===== src/rtl/ysyx_24110015_arbiter_if.sv =====
`default_nettype none
// ==================================================================
// axi_lite_if: AXI-lite read/write channel bundle
// Rev 1.0
// ==================================================================
interface axi_lite_if #(
    parameter int ADDR_W = 32,
    parameter int DATA_W = 32
);
    logic [ADDR_W-1:0]   araddr;
    logic                arvalid;
    logic                arready;
    logic [DATA_W-1:0]   rdata;
    logic [1:0]          rresp;
    logic                rvalid;
    logic                rready;
    logic [ADDR_W-1:0]   awaddr;
    logic                awvalid;
    logic                awready;
    logic [DATA_W-1:0]   wdata;
    logic [DATA_W/8-1:0] wstrb;
    logic                wvalid;
    logic                wready;
    logic [1:0]          bresp;
    logic                bvalid;
    logic                bready;

    modport master (
        output araddr, arvalid, rready, awaddr, awvalid, wdata, wstrb, wvalid, bready,
        input  arready, rdata, rresp, rvalid, awready, wready, bresp, bvalid
    );
    modport slave (
        input  araddr, arvalid, rready, awaddr, awvalid, wdata, wstrb, wvalid, bready,
        output arready, rdata, rresp, rvalid, awready, wready, bresp, bvalid
    );
endinterface
`default_nettype wire


===== src/rtl/ysyx_24110015_arbiter.sv =====
`default_nettype none
// ==================================================================
// ysyx_24110015_arbiter: round-robin 2:1 AXI-lite arbiter (IFU/LSU)
// Rev 1.0
// ==================================================================
module ysyx_24110015_arbiter #(
    parameter int ADDR_W = 32,
    parameter int DATA_W = 32
) (
    input  logic       clk,
    input  logic       rst_n,
    axi_lite_if.slave  axi_ifu,
    axi_lite_if.slave  axi_lsu,
    axi_lite_if.master axi_out
);
    typedef enum logic [1:0] {
        IDLE   = 2'd0,
        GNT_RD = 2'd1,
        GNT_WR = 2'd2
    } state_e;

    state_e state_q, state_d;
    logic   owner_q, owner_d, last_q, last_d;
    logic   ar_done_q, ar_done_d, aw_done_q, aw_done_d, w_done_q, w_done_d;

    logic [ADDR_W-1:0]   w_araddr, w_awaddr;
    logic [DATA_W-1:0]   w_wdata;
    logic [DATA_W/8-1:0] w_wstrb;
    logic w_arvalid, w_rready, w_awvalid, w_wvalid, w_bready;
    logic w_rd, w_wr, w_ifu_req, w_lsu_req, w_pick, w_pick_ar;
    logic w_out_arvalid, w_out_awvalid, w_out_wvalid, w_out_rready, w_out_bready;
    logic w_arready_g, w_rvalid_g, w_awready_g, w_wready_g, w_bvalid_g;

    // Owner-selected master request fields
    assign w_araddr  = owner_q ? axi_lsu.araddr  : axi_ifu.araddr;
    assign w_arvalid = owner_q ? axi_lsu.arvalid : axi_ifu.arvalid;
    assign w_rready  = owner_q ? axi_lsu.rready  : axi_ifu.rready;
    assign w_awaddr  = owner_q ? axi_lsu.awaddr  : axi_ifu.awaddr;
    assign w_awvalid = owner_q ? axi_lsu.awvalid : axi_ifu.awvalid;
    assign w_wdata   = owner_q ? axi_lsu.wdata   : axi_ifu.wdata;
    assign w_wstrb   = owner_q ? axi_lsu.wstrb   : axi_ifu.wstrb;
    assign w_wvalid  = owner_q ? axi_lsu.wvalid  : axi_ifu.wvalid;
    assign w_bready  = owner_q ? axi_lsu.bready  : axi_ifu.bready;

    assign w_rd = (state_q == GNT_RD);
    assign w_wr = (state_q == GNT_WR);

    assign w_out_arvalid = w_rd & w_arvalid & ~ar_done_q;
    assign w_out_rready  = w_rd & w_rready;
    assign w_out_awvalid = w_wr & w_awvalid & ~aw_done_q;
    assign w_out_wvalid  = w_wr & w_wvalid & ~w_done_q;
    assign w_out_bready  = w_wr & w_bready;

    assign axi_out.araddr  = w_araddr;
    assign axi_out.arvalid = w_out_arvalid;
    assign axi_out.rready  = w_out_rready;
    assign axi_out.awaddr  = w_awaddr;
    assign axi_out.awvalid = w_out_awvalid;
    assign axi_out.wdata   = w_wdata;
    assign axi_out.wstrb   = w_wstrb;
    assign axi_out.wvalid  = w_out_wvalid;
    assign axi_out.bready  = w_out_bready;

    assign w_arready_g = w_rd & axi_out.arready & ~ar_done_q;
    assign w_rvalid_g  = w_rd & axi_out.rvalid;
    assign w_awready_g = w_wr & axi_out.awready & ~aw_done_q;
    assign w_wready_g  = w_wr & axi_out.wready & ~w_done_q;
    assign w_bvalid_g  = w_wr & axi_out.bvalid;

    // Only the owner ever sees ready/valid or response payload
    assign axi_ifu.arready = ~owner_q & w_arready_g;
    assign axi_ifu.rvalid  = ~owner_q & w_rvalid_g;
    assign axi_ifu.rdata   = owner_q ? '0 : axi_out.rdata;
    assign axi_ifu.rresp   = owner_q ? '0 : axi_out.rresp;
    assign axi_ifu.awready = ~owner_q & w_awready_g;
    assign axi_ifu.wready  = ~owner_q & w_wready_g;
    assign axi_ifu.bvalid  = ~owner_q & w_bvalid_g;
    assign axi_ifu.bresp   = owner_q ? '0 : axi_out.bresp;

    assign axi_lsu.arready = owner_q & w_arready_g;
    assign axi_lsu.rvalid  = owner_q & w_rvalid_g;
    assign axi_lsu.rdata   = owner_q ? axi_out.rdata : '0;
    assign axi_lsu.rresp   = owner_q ? axi_out.rresp : '0;
    assign axi_lsu.awready = owner_q & w_awready_g;
    assign axi_lsu.wready  = owner_q & w_wready_g;
    assign axi_lsu.bvalid  = owner_q & w_bvalid_g;
    assign axi_lsu.bresp   = owner_q ? axi_out.bresp : '0;

    assign w_ifu_req = axi_ifu.arvalid | axi_ifu.awvalid;
    assign w_lsu_req = axi_lsu.arvalid | axi_lsu.awvalid;
    // On a tie the master that did not finish last wins
    assign w_pick    = (w_ifu_req & w_lsu_req) ? ~last_q : w_lsu_req;
    assign w_pick_ar = w_pick ? axi_lsu.arvalid : axi_ifu.arvalid;

    always_comb begin
        state_d   = state_q;
        owner_d   = owner_q;
        last_d    = last_q;
        ar_done_d = ar_done_q;
        aw_done_d = aw_done_q;
        w_done_d  = w_done_q;
        case (state_q)
            IDLE: begin
                if (w_ifu_req | w_lsu_req) begin
                    owner_d   = w_pick;
                    state_d   = w_pick_ar ? GNT_RD : GNT_WR;
                    ar_done_d = 1'b0;
                    aw_done_d = 1'b0;
                    w_done_d  = 1'b0;
                end
            end
            GNT_RD: begin
                if (w_out_arvalid & axi_out.arready) ar_done_d = 1'b1;
                if (axi_out.rvalid & w_out_rready) begin
                    last_d  = owner_q;
                    state_d = IDLE;
                end
            end
            GNT_WR: begin
                if (w_out_awvalid & axi_out.awready) aw_done_d = 1'b1;
                if (w_out_wvalid & axi_out.wready)   w_done_d  = 1'b1;
                if (axi_out.bvalid & w_out_bready) begin
                    last_d  = owner_q;
                    state_d = IDLE;
                end
            end
            default: state_d = IDLE;
        endcase
    end

    always_ff @(posedge clk or negedge rst_n) begin
        if (!rst_n) begin
            state_q   <= IDLE;
            owner_q   <= 1'b0;
            last_q    <= 1'b1;
            ar_done_q <= 1'b0;
            aw_done_q <= 1'b0;
            w_done_q  <= 1'b0;
        end else begin
            state_q   <= state_d;
            owner_q   <= owner_d;
            last_q    <= last_d;
            ar_done_q <= ar_done_d;
            aw_done_q <= aw_done_d;
            w_done_q  <= w_done_d;
        end
    end
endmodule
`default_nettype wire


===== src/flat_wrapper.sv =====
// flat-port wrapper written by rule: the top's interface ports become plain ports
module ysyx_24110015_arbiter_flat 
#(
    parameter int ADDR_W = 32,
    parameter int DATA_W = 32
)
  (clk, rst_n, axi_ifu_araddr, axi_ifu_arvalid, axi_ifu_rready, axi_ifu_awaddr, axi_ifu_awvalid, axi_ifu_wdata, axi_ifu_wstrb, axi_ifu_wvalid, axi_ifu_bready, axi_ifu_arready, axi_ifu_rdata, axi_ifu_rresp, axi_ifu_rvalid, axi_ifu_awready, axi_ifu_wready, axi_ifu_bresp, axi_ifu_bvalid, axi_lsu_araddr, axi_lsu_arvalid, axi_lsu_rready, axi_lsu_awaddr, axi_lsu_awvalid, axi_lsu_wdata, axi_lsu_wstrb, axi_lsu_wvalid, axi_lsu_bready, axi_lsu_arready, axi_lsu_rdata, axi_lsu_rresp, axi_lsu_rvalid, axi_lsu_awready, axi_lsu_wready, axi_lsu_bresp, axi_lsu_bvalid, axi_out_araddr, axi_out_arvalid, axi_out_rready, axi_out_awaddr, axi_out_awvalid, axi_out_wdata, axi_out_wstrb, axi_out_wvalid, axi_out_bready, axi_out_arready, axi_out_rdata, axi_out_rresp, axi_out_rvalid, axi_out_awready, axi_out_wready, axi_out_bresp, axi_out_bvalid);
  axi_lite_if #(.ADDR_W(ADDR_W), .DATA_W(DATA_W)) axi_ifu_i ();
  axi_lite_if #(.ADDR_W(ADDR_W), .DATA_W(DATA_W)) axi_lsu_i ();
  axi_lite_if #(.ADDR_W(ADDR_W), .DATA_W(DATA_W)) axi_out_i ();
  input  logic clk;
  input  logic rst_n;
  input wire logic [$bits(axi_ifu_i.araddr)-1:0] axi_ifu_araddr;
  input wire logic [$bits(axi_ifu_i.arvalid)-1:0] axi_ifu_arvalid;
  input wire logic [$bits(axi_ifu_i.rready)-1:0] axi_ifu_rready;
  input wire logic [$bits(axi_ifu_i.awaddr)-1:0] axi_ifu_awaddr;
  input wire logic [$bits(axi_ifu_i.awvalid)-1:0] axi_ifu_awvalid;
  input wire logic [$bits(axi_ifu_i.wdata)-1:0] axi_ifu_wdata;
  input wire logic [$bits(axi_ifu_i.wstrb)-1:0] axi_ifu_wstrb;
  input wire logic [$bits(axi_ifu_i.wvalid)-1:0] axi_ifu_wvalid;
  input wire logic [$bits(axi_ifu_i.bready)-1:0] axi_ifu_bready;
  output wire logic [$bits(axi_ifu_i.arready)-1:0] axi_ifu_arready;
  output wire logic [$bits(axi_ifu_i.rdata)-1:0] axi_ifu_rdata;
  output wire logic [$bits(axi_ifu_i.rresp)-1:0] axi_ifu_rresp;
  output wire logic [$bits(axi_ifu_i.rvalid)-1:0] axi_ifu_rvalid;
  output wire logic [$bits(axi_ifu_i.awready)-1:0] axi_ifu_awready;
  output wire logic [$bits(axi_ifu_i.wready)-1:0] axi_ifu_wready;
  output wire logic [$bits(axi_ifu_i.bresp)-1:0] axi_ifu_bresp;
  output wire logic [$bits(axi_ifu_i.bvalid)-1:0] axi_ifu_bvalid;
  input wire logic [$bits(axi_lsu_i.araddr)-1:0] axi_lsu_araddr;
  input wire logic [$bits(axi_lsu_i.arvalid)-1:0] axi_lsu_arvalid;
  input wire logic [$bits(axi_lsu_i.rready)-1:0] axi_lsu_rready;
  input wire logic [$bits(axi_lsu_i.awaddr)-1:0] axi_lsu_awaddr;
  input wire logic [$bits(axi_lsu_i.awvalid)-1:0] axi_lsu_awvalid;
  input wire logic [$bits(axi_lsu_i.wdata)-1:0] axi_lsu_wdata;
  input wire logic [$bits(axi_lsu_i.wstrb)-1:0] axi_lsu_wstrb;
  input wire logic [$bits(axi_lsu_i.wvalid)-1:0] axi_lsu_wvalid;
  input wire logic [$bits(axi_lsu_i.bready)-1:0] axi_lsu_bready;
  output wire logic [$bits(axi_lsu_i.arready)-1:0] axi_lsu_arready;
  output wire logic [$bits(axi_lsu_i.rdata)-1:0] axi_lsu_rdata;
  output wire logic [$bits(axi_lsu_i.rresp)-1:0] axi_lsu_rresp;
  output wire logic [$bits(axi_lsu_i.rvalid)-1:0] axi_lsu_rvalid;
  output wire logic [$bits(axi_lsu_i.awready)-1:0] axi_lsu_awready;
  output wire logic [$bits(axi_lsu_i.wready)-1:0] axi_lsu_wready;
  output wire logic [$bits(axi_lsu_i.bresp)-1:0] axi_lsu_bresp;
  output wire logic [$bits(axi_lsu_i.bvalid)-1:0] axi_lsu_bvalid;
  output wire logic [$bits(axi_out_i.araddr)-1:0] axi_out_araddr;
  output wire logic [$bits(axi_out_i.arvalid)-1:0] axi_out_arvalid;
  output wire logic [$bits(axi_out_i.rready)-1:0] axi_out_rready;
  output wire logic [$bits(axi_out_i.awaddr)-1:0] axi_out_awaddr;
  output wire logic [$bits(axi_out_i.awvalid)-1:0] axi_out_awvalid;
  output wire logic [$bits(axi_out_i.wdata)-1:0] axi_out_wdata;
  output wire logic [$bits(axi_out_i.wstrb)-1:0] axi_out_wstrb;
  output wire logic [$bits(axi_out_i.wvalid)-1:0] axi_out_wvalid;
  output wire logic [$bits(axi_out_i.bready)-1:0] axi_out_bready;
  input wire logic [$bits(axi_out_i.arready)-1:0] axi_out_arready;
  input wire logic [$bits(axi_out_i.rdata)-1:0] axi_out_rdata;
  input wire logic [$bits(axi_out_i.rresp)-1:0] axi_out_rresp;
  input wire logic [$bits(axi_out_i.rvalid)-1:0] axi_out_rvalid;
  input wire logic [$bits(axi_out_i.awready)-1:0] axi_out_awready;
  input wire logic [$bits(axi_out_i.wready)-1:0] axi_out_wready;
  input wire logic [$bits(axi_out_i.bresp)-1:0] axi_out_bresp;
  input wire logic [$bits(axi_out_i.bvalid)-1:0] axi_out_bvalid;
  assign axi_ifu_i.araddr = axi_ifu_araddr;
  assign axi_ifu_i.arvalid = axi_ifu_arvalid;
  assign axi_ifu_i.rready = axi_ifu_rready;
  assign axi_ifu_i.awaddr = axi_ifu_awaddr;
  assign axi_ifu_i.awvalid = axi_ifu_awvalid;
  assign axi_ifu_i.wdata = axi_ifu_wdata;
  assign axi_ifu_i.wstrb = axi_ifu_wstrb;
  assign axi_ifu_i.wvalid = axi_ifu_wvalid;
  assign axi_ifu_i.bready = axi_ifu_bready;
  assign axi_ifu_arready = axi_ifu_i.arready;
  assign axi_ifu_rdata = axi_ifu_i.rdata;
  assign axi_ifu_rresp = axi_ifu_i.rresp;
  assign axi_ifu_rvalid = axi_ifu_i.rvalid;
  assign axi_ifu_awready = axi_ifu_i.awready;
  assign axi_ifu_wready = axi_ifu_i.wready;
  assign axi_ifu_bresp = axi_ifu_i.bresp;
  assign axi_ifu_bvalid = axi_ifu_i.bvalid;
  assign axi_lsu_i.araddr = axi_lsu_araddr;
  assign axi_lsu_i.arvalid = axi_lsu_arvalid;
  assign axi_lsu_i.rready = axi_lsu_rready;
  assign axi_lsu_i.awaddr = axi_lsu_awaddr;
  assign axi_lsu_i.awvalid = axi_lsu_awvalid;
  assign axi_lsu_i.wdata = axi_lsu_wdata;
  assign axi_lsu_i.wstrb = axi_lsu_wstrb;
  assign axi_lsu_i.wvalid = axi_lsu_wvalid;
  assign axi_lsu_i.bready = axi_lsu_bready;
  assign axi_lsu_arready = axi_lsu_i.arready;
  assign axi_lsu_rdata = axi_lsu_i.rdata;
  assign axi_lsu_rresp = axi_lsu_i.rresp;
  assign axi_lsu_rvalid = axi_lsu_i.rvalid;
  assign axi_lsu_awready = axi_lsu_i.awready;
  assign axi_lsu_wready = axi_lsu_i.wready;
  assign axi_lsu_bresp = axi_lsu_i.bresp;
  assign axi_lsu_bvalid = axi_lsu_i.bvalid;
  assign axi_out_araddr = axi_out_i.araddr;
  assign axi_out_arvalid = axi_out_i.arvalid;
  assign axi_out_rready = axi_out_i.rready;
  assign axi_out_awaddr = axi_out_i.awaddr;
  assign axi_out_awvalid = axi_out_i.awvalid;
  assign axi_out_wdata = axi_out_i.wdata;
  assign axi_out_wstrb = axi_out_i.wstrb;
  assign axi_out_wvalid = axi_out_i.wvalid;
  assign axi_out_bready = axi_out_i.bready;
  assign axi_out_i.arready = axi_out_arready;
  assign axi_out_i.rdata = axi_out_rdata;
  assign axi_out_i.rresp = axi_out_rresp;
  assign axi_out_i.rvalid = axi_out_rvalid;
  assign axi_out_i.awready = axi_out_awready;
  assign axi_out_i.wready = axi_out_wready;
  assign axi_out_i.bresp = axi_out_bresp;
  assign axi_out_i.bvalid = axi_out_bvalid;
  ysyx_24110015_arbiter #(.ADDR_W(ADDR_W), .DATA_W(DATA_W)) u_core (.clk(clk), .rst_n(rst_n), .axi_ifu(axi_ifu_i), .axi_lsu(axi_lsu_i), .axi_out(axi_out_i));
endmodule

===== config.mk =====
export PLATFORM = sky130hd
export DESIGN_NAME = ysyx_24110015_arbiter_flat
export DESIGN_NICKNAME = d
export VERILOG_FILES = /design/src/rtl/ysyx_24110015_arbiter_if.sv /design/src/rtl/ysyx_24110015_arbiter.sv /design/src/flat_wrapper.sv
export SDC_FILE = /design/constraint.sdc
export NUM_CORES = 1
export LEC_CHECK = 0
export ABC_AREA = 1
export CAP_MARGIN = 20
export CORE_AREA = 2 2 173 175
export DETAILED_ROUTE_END_ITERATION = 10
export DIE_AREA = 0 0 175 177
export PLACE_DENSITY_LB_ADDON = 0.05
export REMOVE_ABC_BUFFERS = 1
export SLEW_MARGIN = 20
export SYNTH_ARGS = -nofsm -noshare
export SYNTH_HDL_FRONTEND = slang
export SYNTH_SLANG_ARGS = --single-unit

===== constraint.sdc =====
create_clock -name clk -period 1.55 [get_ports clk]
set_clock_uncertainty 0.15 [all_clocks]
set_input_delay 0.31 -clock clk [delete_from_list [all_inputs] [get_ports clk]]
set_output_delay 0.31 -clock clk [all_outputs]
set_load 0.01 [all_outputs]

==> results.py, run 1 <==
metrics = {
    "run_status": {
        "status": "finished with violations",
        "failing_checks": "setup timing",
    },
    "timing": {
        "hold_violations_final": 0,
        "worst_pin_slew_ns": 0.340,
        "relSlewSlack": 0.773,
        "final.setup.worst_slack_ns": -0.457,
        "fin_crit_sh": 1.29,
        "grt_setup_unrepaired": "true",
        "fin_max_slew_vios": 0,
        "final.hold.worst_slack_ns": 0.199,
        "post-route-min-period_ns": 2.01,
        "fmaxAchievable_mhz": 498,
        "tns_ns": -66.00,
        "report.final.setup_viol": 190,
    },
    "logic_synthesis": {
        "synthesis.area_per_instance_um2": 4.17,
        "synth.largest_area_cell": "sky130_fd_sc_hd__nand2_1",
        "synthesized_cell_area_um2": 2350,
        "netlist_instances": 563,
        "synth_enable_flop_cells": 0,
        "seq_cells_post_synth": 7,
        "yosysWarningCount": 0,
        "synthMostInstantiatedCell": "sky130_fd_sc_hd__nand2_1",
        "synthFlopType": "sky130_fd_sc_hd__dfrtp_1",
        "post_synth_main_area_contributors": "sky130_fd_sc_hd__nand2_1 (59%), sky130_fd_sc_hd__inv_1 (13%), sky130_fd_sc_hd__nor2_1 (8.3%)",
        "yosys-top-cells-count": "sky130_fd_sc_hd__nand2_1 (371), sky130_fd_sc_hd__inv_1 (82), sky130_fd_sc_hd__nor2_1 (52)",
        "synth_top_area_share": 0.593,
        "async_flop_share": 1.00,
        "yosys.cell_types.count": 16,
        "synth-seq-area-share": 0.0752,
    },
    "pwr": {
        "leakage_nw": 5.05,
        "ir_worst_vdd_mv": 0.650,
        "power_density_nw_per_um2": 1640,
    },
    "setup_path": {
        "cp.required_ns": 1.09,
        "cp_buf_inv_count": 5,
        "crit_path_top_delay_cell": "sky130_fd_sc_hd__dfrtp_4",
        "critical_path.cell_chain": "buf_6 > buf_12 > buf_8 > clkbuf_16 > nor2_1 > buf_2",
        "timing.critical_path.from_type": "register",
        "critPathMaxFanout": 8,
        "critPathArrivalTime_ns": 1.55,
        "timing.critical_path.from": "u_core.owner_q",
        "kind_of_end_point_of_the_critical_path": "output port",
        "worst_r2r_startpoint": "u_core.owner_q",
        "critical-path-top-delay-family": "buffers and inverters",
        "worst-setup-path-type": "register to output port",
        "worst_path_largest_cell_delay_ns": 0.50,
    },
    "layout": {
        "n_antenna_cell": 0,
        "fraction_of_layout_cells_with_a_size_suffix_above_1": 0.508,
        "flow.area_growth_from_synthesis_pct": 315,
        "num-nets-final": 1346,
        "post-route-util": 0.333,
    },
    "placed_design": {
        "detailed_place_hpwl_um": 17100,
        "gp_congestion": 0.750,
        "port-buffer-count": 439,
    },
    "route": {
        "final_routed_wirelength_across_all_metal_layers_um": 24000,
        "via_per_inst": 3.53,
        "detail_route.first_pass.iterations": 4,
        "wire_per_inst_um": 16.2,
        "total_drc_errors_in_the_routed_layout": 0,
        "drt-initial-drc-count": 98,
        "antenna_left": 0,
        "routed-via-count": 5225,
    },
    "floorplanning": {
        "die_area_um2": 31000,
        "dieHeight_um": 177,
        "placementRows": 63,
        "design.core.area_um2": 29200,
        "floorplan.die.width_um": 175,
        "floorplan.io_pins": 440,
        "initial_core_util": 0.0803,
    },
    "grt": {
        "globalRoute.busiestLayer": "met2",
        "first_pass_grt_wire_length_um": 32500,
        "met1_layer_usage_reported_by_global_route": 0.153,
        "antenna_found_initial": 0,
        "globalRouteMet3Util": 0.0262,
        "first_global_vias": 4961,
        "track_usage": 0.139,
        "gr-total-overflow": 0,
        "global_route_met2_usage": 0.276,
        "grt_max_degree": 17,
    },
    "clock_tree": {
        "ctsHoldBuffers": 0,
        "clock_tree.buffer_depth": 2,
        "cts.sinks": 7,
        "cts-htree-levels": 1,
        "clock_network_latency_to_the_later_pin_of_the_worst_skew_pair_ns": 0.23,
        "clock_tree_from_tritoncts": "yes",
        "tritoncts.num_buffers": 3,
        "cts.reportedPaths.clkPinSlew_ns": 0.04,
        "root_buffer": "sky130_fd_sc_hd__clkbuf_16",
    },
    "job": {
        "max-cap-violations": 0,
    },
    "hold_path": {
        "min_path_type": "input pin to async pin",
    },
}
==> layout make-up <==
class	count	area, um^2
clock buffer	4	78.8
fill	3162	19500
inverter	83	338
multi-input combinational	441	2680
sequential	7	180
tap	390	488
timing repair buffer	555	5950
timing repair inverter	2	32.5
==> sequential cells by signal (all words and copies together) (netlist names) <==
| name | count |
|---|---|
| u_core.state_q | 2 |
| u_core.aw_done_q | 1 |
| u_core.ar_done_q | 1 |
| u_core.w_done_q | 1 |
| u_core.owner_q | 1 |
| u_core.last_q | 1 |
==> layout by cell type (no fill, tap or decap), types with 12 or more instances in the layout <==
cell and instances:
sky130_fd_sc_hd__buf_16 21, sky130_fd_sc_hd__nand2_4 58, sky130_fd_sc_hd__clkdlybuf4s50_1 252, sky130_fd_sc_hd__nor2_4 22, sky130_fd_sc_hd__nand2_1 193, sky130_fd_sc_hd__nand2_2 120, sky130_fd_sc_hd__buf_4 32, sky130_fd_sc_hd__buf_2 79
sky130_fd_sc_hd__buf_6 120, sky130_fd_sc_hd__inv_2 26, sky130_fd_sc_hd__buf_8 12, sky130_fd_sc_hd__nor2_1 19, sky130_fd_sc_hd__buf_12 20, sky130_fd_sc_hd__inv_1 56
==> power breakdown <==
group / switching [mW] / total [mW] / internal (mW)
combinational: 6.91 / 15.2 / 8.29
sequential: 0.0916 / 0.381 / 0.289
clock: 0.0997 / 0.442 / 0.342
==> cells by family (layout without fill, tap and decap cells) <==
family                 Yosys count  after routing  synth area share
AO/OA/AOI/OAI                    7              7            0.0181
AND/OR/NAND/NOR                434            434             0.700
flip-flops                       7              7            0.0752
buffers and inverters          115            644             0.206
==> per-stage QoR <==
step                instance area [um^2]  total power, mW  worst slack, ns  instances
floorplan                           2170             2.62            -4.12        531
global placement                    7520             10.1           -0.586       1407
detailed placement                  7520             10.0           -0.569       1407
CTS                                 8690             14.3           -0.512       1466
global route                        9740             17.2           -0.500       1482
finish                              9740             16.0           -0.457       1482
==> layer usage <==
layer  vias up  wire [um]
met1      2314       8890
li1       2687          -
met4         0        374
met5         -          0
met2       204      13200
met3        20       1480
==> final timing paths <==
kind / cells past startpoint / slack, ns / to
max in group asynchronous: 1 / 0.75 / u_core.last_q
min in group clk: 2 / 0.31 / u_core.last_q
hold reg to reg: 2 / 0.31 / u_core.last_q
hold / removal: 1 / 0.20 / u_core.w_done_q
setup / recovery: 6 / -0.46 / axi_ifu_rdata[4]
setup reg to reg: 11 / -0.08 / u_core.last_q
==> repair_timing <==
action | 4_1_cts | 5_1_grt
pin swaps | 56 | 63
gates resized for setup | 1001 | 286
setup endpoints to repair | 191 | 192
gates cloned | 23 | 7
setup buffers | 33 | 15
No activity file was read; power rests on OpenSTA's default activity.
==> inputs of run 2 (changes only) <==
- CTS_BUF_LIST: default -> sky130_fd_sc_hd__clkbuf_4
- PLACE_DENSITY: default -> 0.41
- PLACE_DENSITY_LB_ADDON: 0.05 -> default
==> results.py, run 2 (synthesis gave the netlist of run 1 again) <==
metrics = {
    "timing": {
        "fin_max_slew_vios": 0,
        "worst_pin_slew_ns": 0.348,
        "final.setup.worst_slack_ns": -0.466,
        "final.hold.worst_slack_ns": 0.175,
        "post-route-min-period_ns": 2.02,
        "grt_setup_unrepaired": "true",
        "report.final.setup_viol": 192,
        "fin_crit_sh": 1.30,
        "hold_violations_final": 0,
        "tns_ns": -69.90,
        "relSlewSlack": 0.767,
        "fmaxAchievable_mhz": 496,
    },
    "placed_design": {
        "detailed_place_hpwl_um": 16200,
        "place_inst": 1414,
        "gp_congestion": 0.783,
        "dp_worst_setup_slack_ns": -0.621,
        "post_dp_cell_area_um2": 7630,
        "port-buffer-count": 439,
    },
    "grt": {
        "globalRouteMet3Util": 0.0234,
        "global_route_met2_usage": 0.217,
        "grt_max_degree": 30,
        "first_pass_grt_wire_length_um": 26700,
        "antenna_found_initial": 0,
        "met1_layer_usage_reported_by_global_route": 0.122,
        "gr-total-overflow": 0,
        "first_global_vias": 4725,
        "track_usage": 0.110,
        "globalRoute.busiestLayer": "met2",
    },
    "layout": {
        "fillers": 3285,
        "largest_register": "u_core.state_q",
        "fraction_of_layout_cells_with_a_size_suffix_above_1": 0.419,
        "num-nets-final": 1330,
        "final-instance-count-excl-fill": 1466,
        "finalInstanceArea_um2": 8600,
        "layout_commonest_cell": "sky130_fd_sc_hd__nand2_1",
        "mostFrequentLayoutCells": "sky130_fd_sc_hd__nand2_1 (267), sky130_fd_sc_hd__clkdlybuf4s50_1 (252), sky130_fd_sc_hd__buf_2 (93)",
        "n_antenna_cell": 0,
        "largest_register_ffs": 2,
        "flow.area_growth_from_synthesis_pct": 266,
    },
    "route": {
        "via_per_inst": 3.48,
        "detail_route.first_pass.iterations": 4,
        "total_drc_errors_in_the_routed_layout": 0,
        "wire_per_inst_um": 14.6,
        "antenna_left": 0,
        "drt-initial-drc-count": 84,
        "routed-via-count": 5108,
        "final_routed_wirelength_across_all_metal_layers_um": 21400,
    },
    "setup_path": {
        "critPathArrivalTime_ns": 1.56,
        "cp_buf_inv_count": 4,
        "crit_path_top_delay_cell": "sky130_fd_sc_hd__dfrtp_4",
        "critical-path-top-cell-by-count": "sky130_fd_sc_hd__buf_12",
        "kind_of_end_point_of_the_critical_path": "output port",
        "timing.critical_path.from_type": "register",
        "critical-path-top-delay-family": "buffers and inverters",
        "worst_path_largest_cell_delay_ns": 0.56,
        "worst-setup-path-type": "register to output port",
        "cp.required_ns": 1.09,
        "critical_path.cell_chain": "buf_12 > buf_12 > clkbuf_16 > nor2_2 > buf_2",
        "critPathMaxFanout": 7,
    },
    "job": {
        "max-cap-violations": 0,
    },
    "clock_tree": {
        "tritoncts.num_buffers": 3,
        "root_buffer": "sky130_fd_sc_hd__clkbuf_4",
        "cts-htree-levels": 1,
        "cts.reportedPaths.clkPinSlew_ns": 0.06,
        "cts.sinks": 7,
        "clock_network_latency_to_the_later_pin_of_the_worst_skew_pair_ns": 0.25,
        "clock_tree_from_tritoncts": "yes",
        "clock_tree.buffer_depth": 2,
    },
    "run_status": {
        "failing_checks": "setup timing",
        "status": "finished with violations",
    },
    "floorplanning": {
        "placementRows": 63,
        "floorplan.io_pins": 440,
        "floorplan.die.width_um": 175,
        "die_area_um2": 31000,
        "design.core.area_um2": 29200,
        "dieHeight_um": 177,
        "initial_core_util": 0.0803,
    },
    "pwr": {
        "ir_worst_vdd_mv": 0.518,
        "leakage_nw": 4.64,
        "power_density_nw_per_um2": 1520,
    },
    "hold_path": {
        "min_path_type": "input pin to async pin",
    },
}
run 2: changes by cell type in the layout (fill, tap and decap cells not counted), moves of 14 or more:
| cell | delta |
|---|---|
| sky130_fd_sc_hd__nand2_1 | +74 |
| sky130_fd_sc_hd__nand2_2 | -40 |
| sky130_fd_sc_hd__nand2_4 | -34 |
| sky130_fd_sc_hd__buf_6 | -29 |
| sky130_fd_sc_hd__buf_16 | -19 |
| sky130_fd_sc_hd__clkbuf_2 | +16 |
| sky130_fd_sc_hd__buf_2 | +14 |
| sky130_fd_sc_hd__inv_1 | +14 |
| sky130_fd_sc_hd__inv_2 | -14 |
run 2: worst paths after layout:
check,start,endpoint,slack (ns),cells past startpoint
worst max-delay path,u_core.owner_q,axi_ifu_bresp[1],-0.47,5
worst min-delay path,rst_n,u_core.aw_done_q,0.18,1
worst max register to register,u_core.owner_q,u_core.last_q,-0.16,11
worst min register to register,u_core.last_q,u_core.last_q,0.31,2
max in group asynchronous,rst_n,u_core.last_q,0.77,1
min in group clk,u_core.last_q,u_core.last_q,0.31,2
run 2: layout make-up:
type | count | area [um^2] | share of cell area
multi-input combinational | 441 | 2290 | 0.266
clock buffer | 4 | 30.0 | 0.00349
tap | 390 | 488 | 0.0567
inverter | 83 | 319 | 0.0371
timing repair buffer | 541 | 5300 | 0.616
sequential | 7 | 180 | 0.0209
run 2: report_power, final:
group | internal [mW] | switching (mW) | leakage [nW]
sequential | 0.288 | 0.130 | 0.0865
combinational | 6.52 | 5.97 | 4.54
clock | 0.116 | 0.0712 | 0.0184
run 2: worst register-to-register path: cells and delay by family, from the launching register on:
kind,cells,cell delay (ns)
buffers and inverters,4,0.47
flip-flops,1,0.56
AND/OR/NAND/NOR,7,0.45
run 2: layer usage:
metal | vias to the layer above | share of wire
li1 | 2641 | -
met1 | 2222 | 0.39
met2 | 233 | 0.53
met3 | 12 | 0.071
met4 | 0 | 0.0074
met5 | - | 0
run 2: per-stage QoR:
step / util / power (mW)
after global routing: 0.294 / 14.1
after detailed placement: 0.261 / 10.4
after global placement: 0.261 / 10.4
after floorplan: - / 2.62
after CTS: 0.266 / 10.2
final: 0.294 / 13.1
run 2: repair_timing:
item	4_1_cts	5_1_grt
setup endpoints to repair	188	191
cloned	0	17
pin swaps	2	44
hold buffers	0	0
gates resized for setup	486	534
buffers inserted	9	22
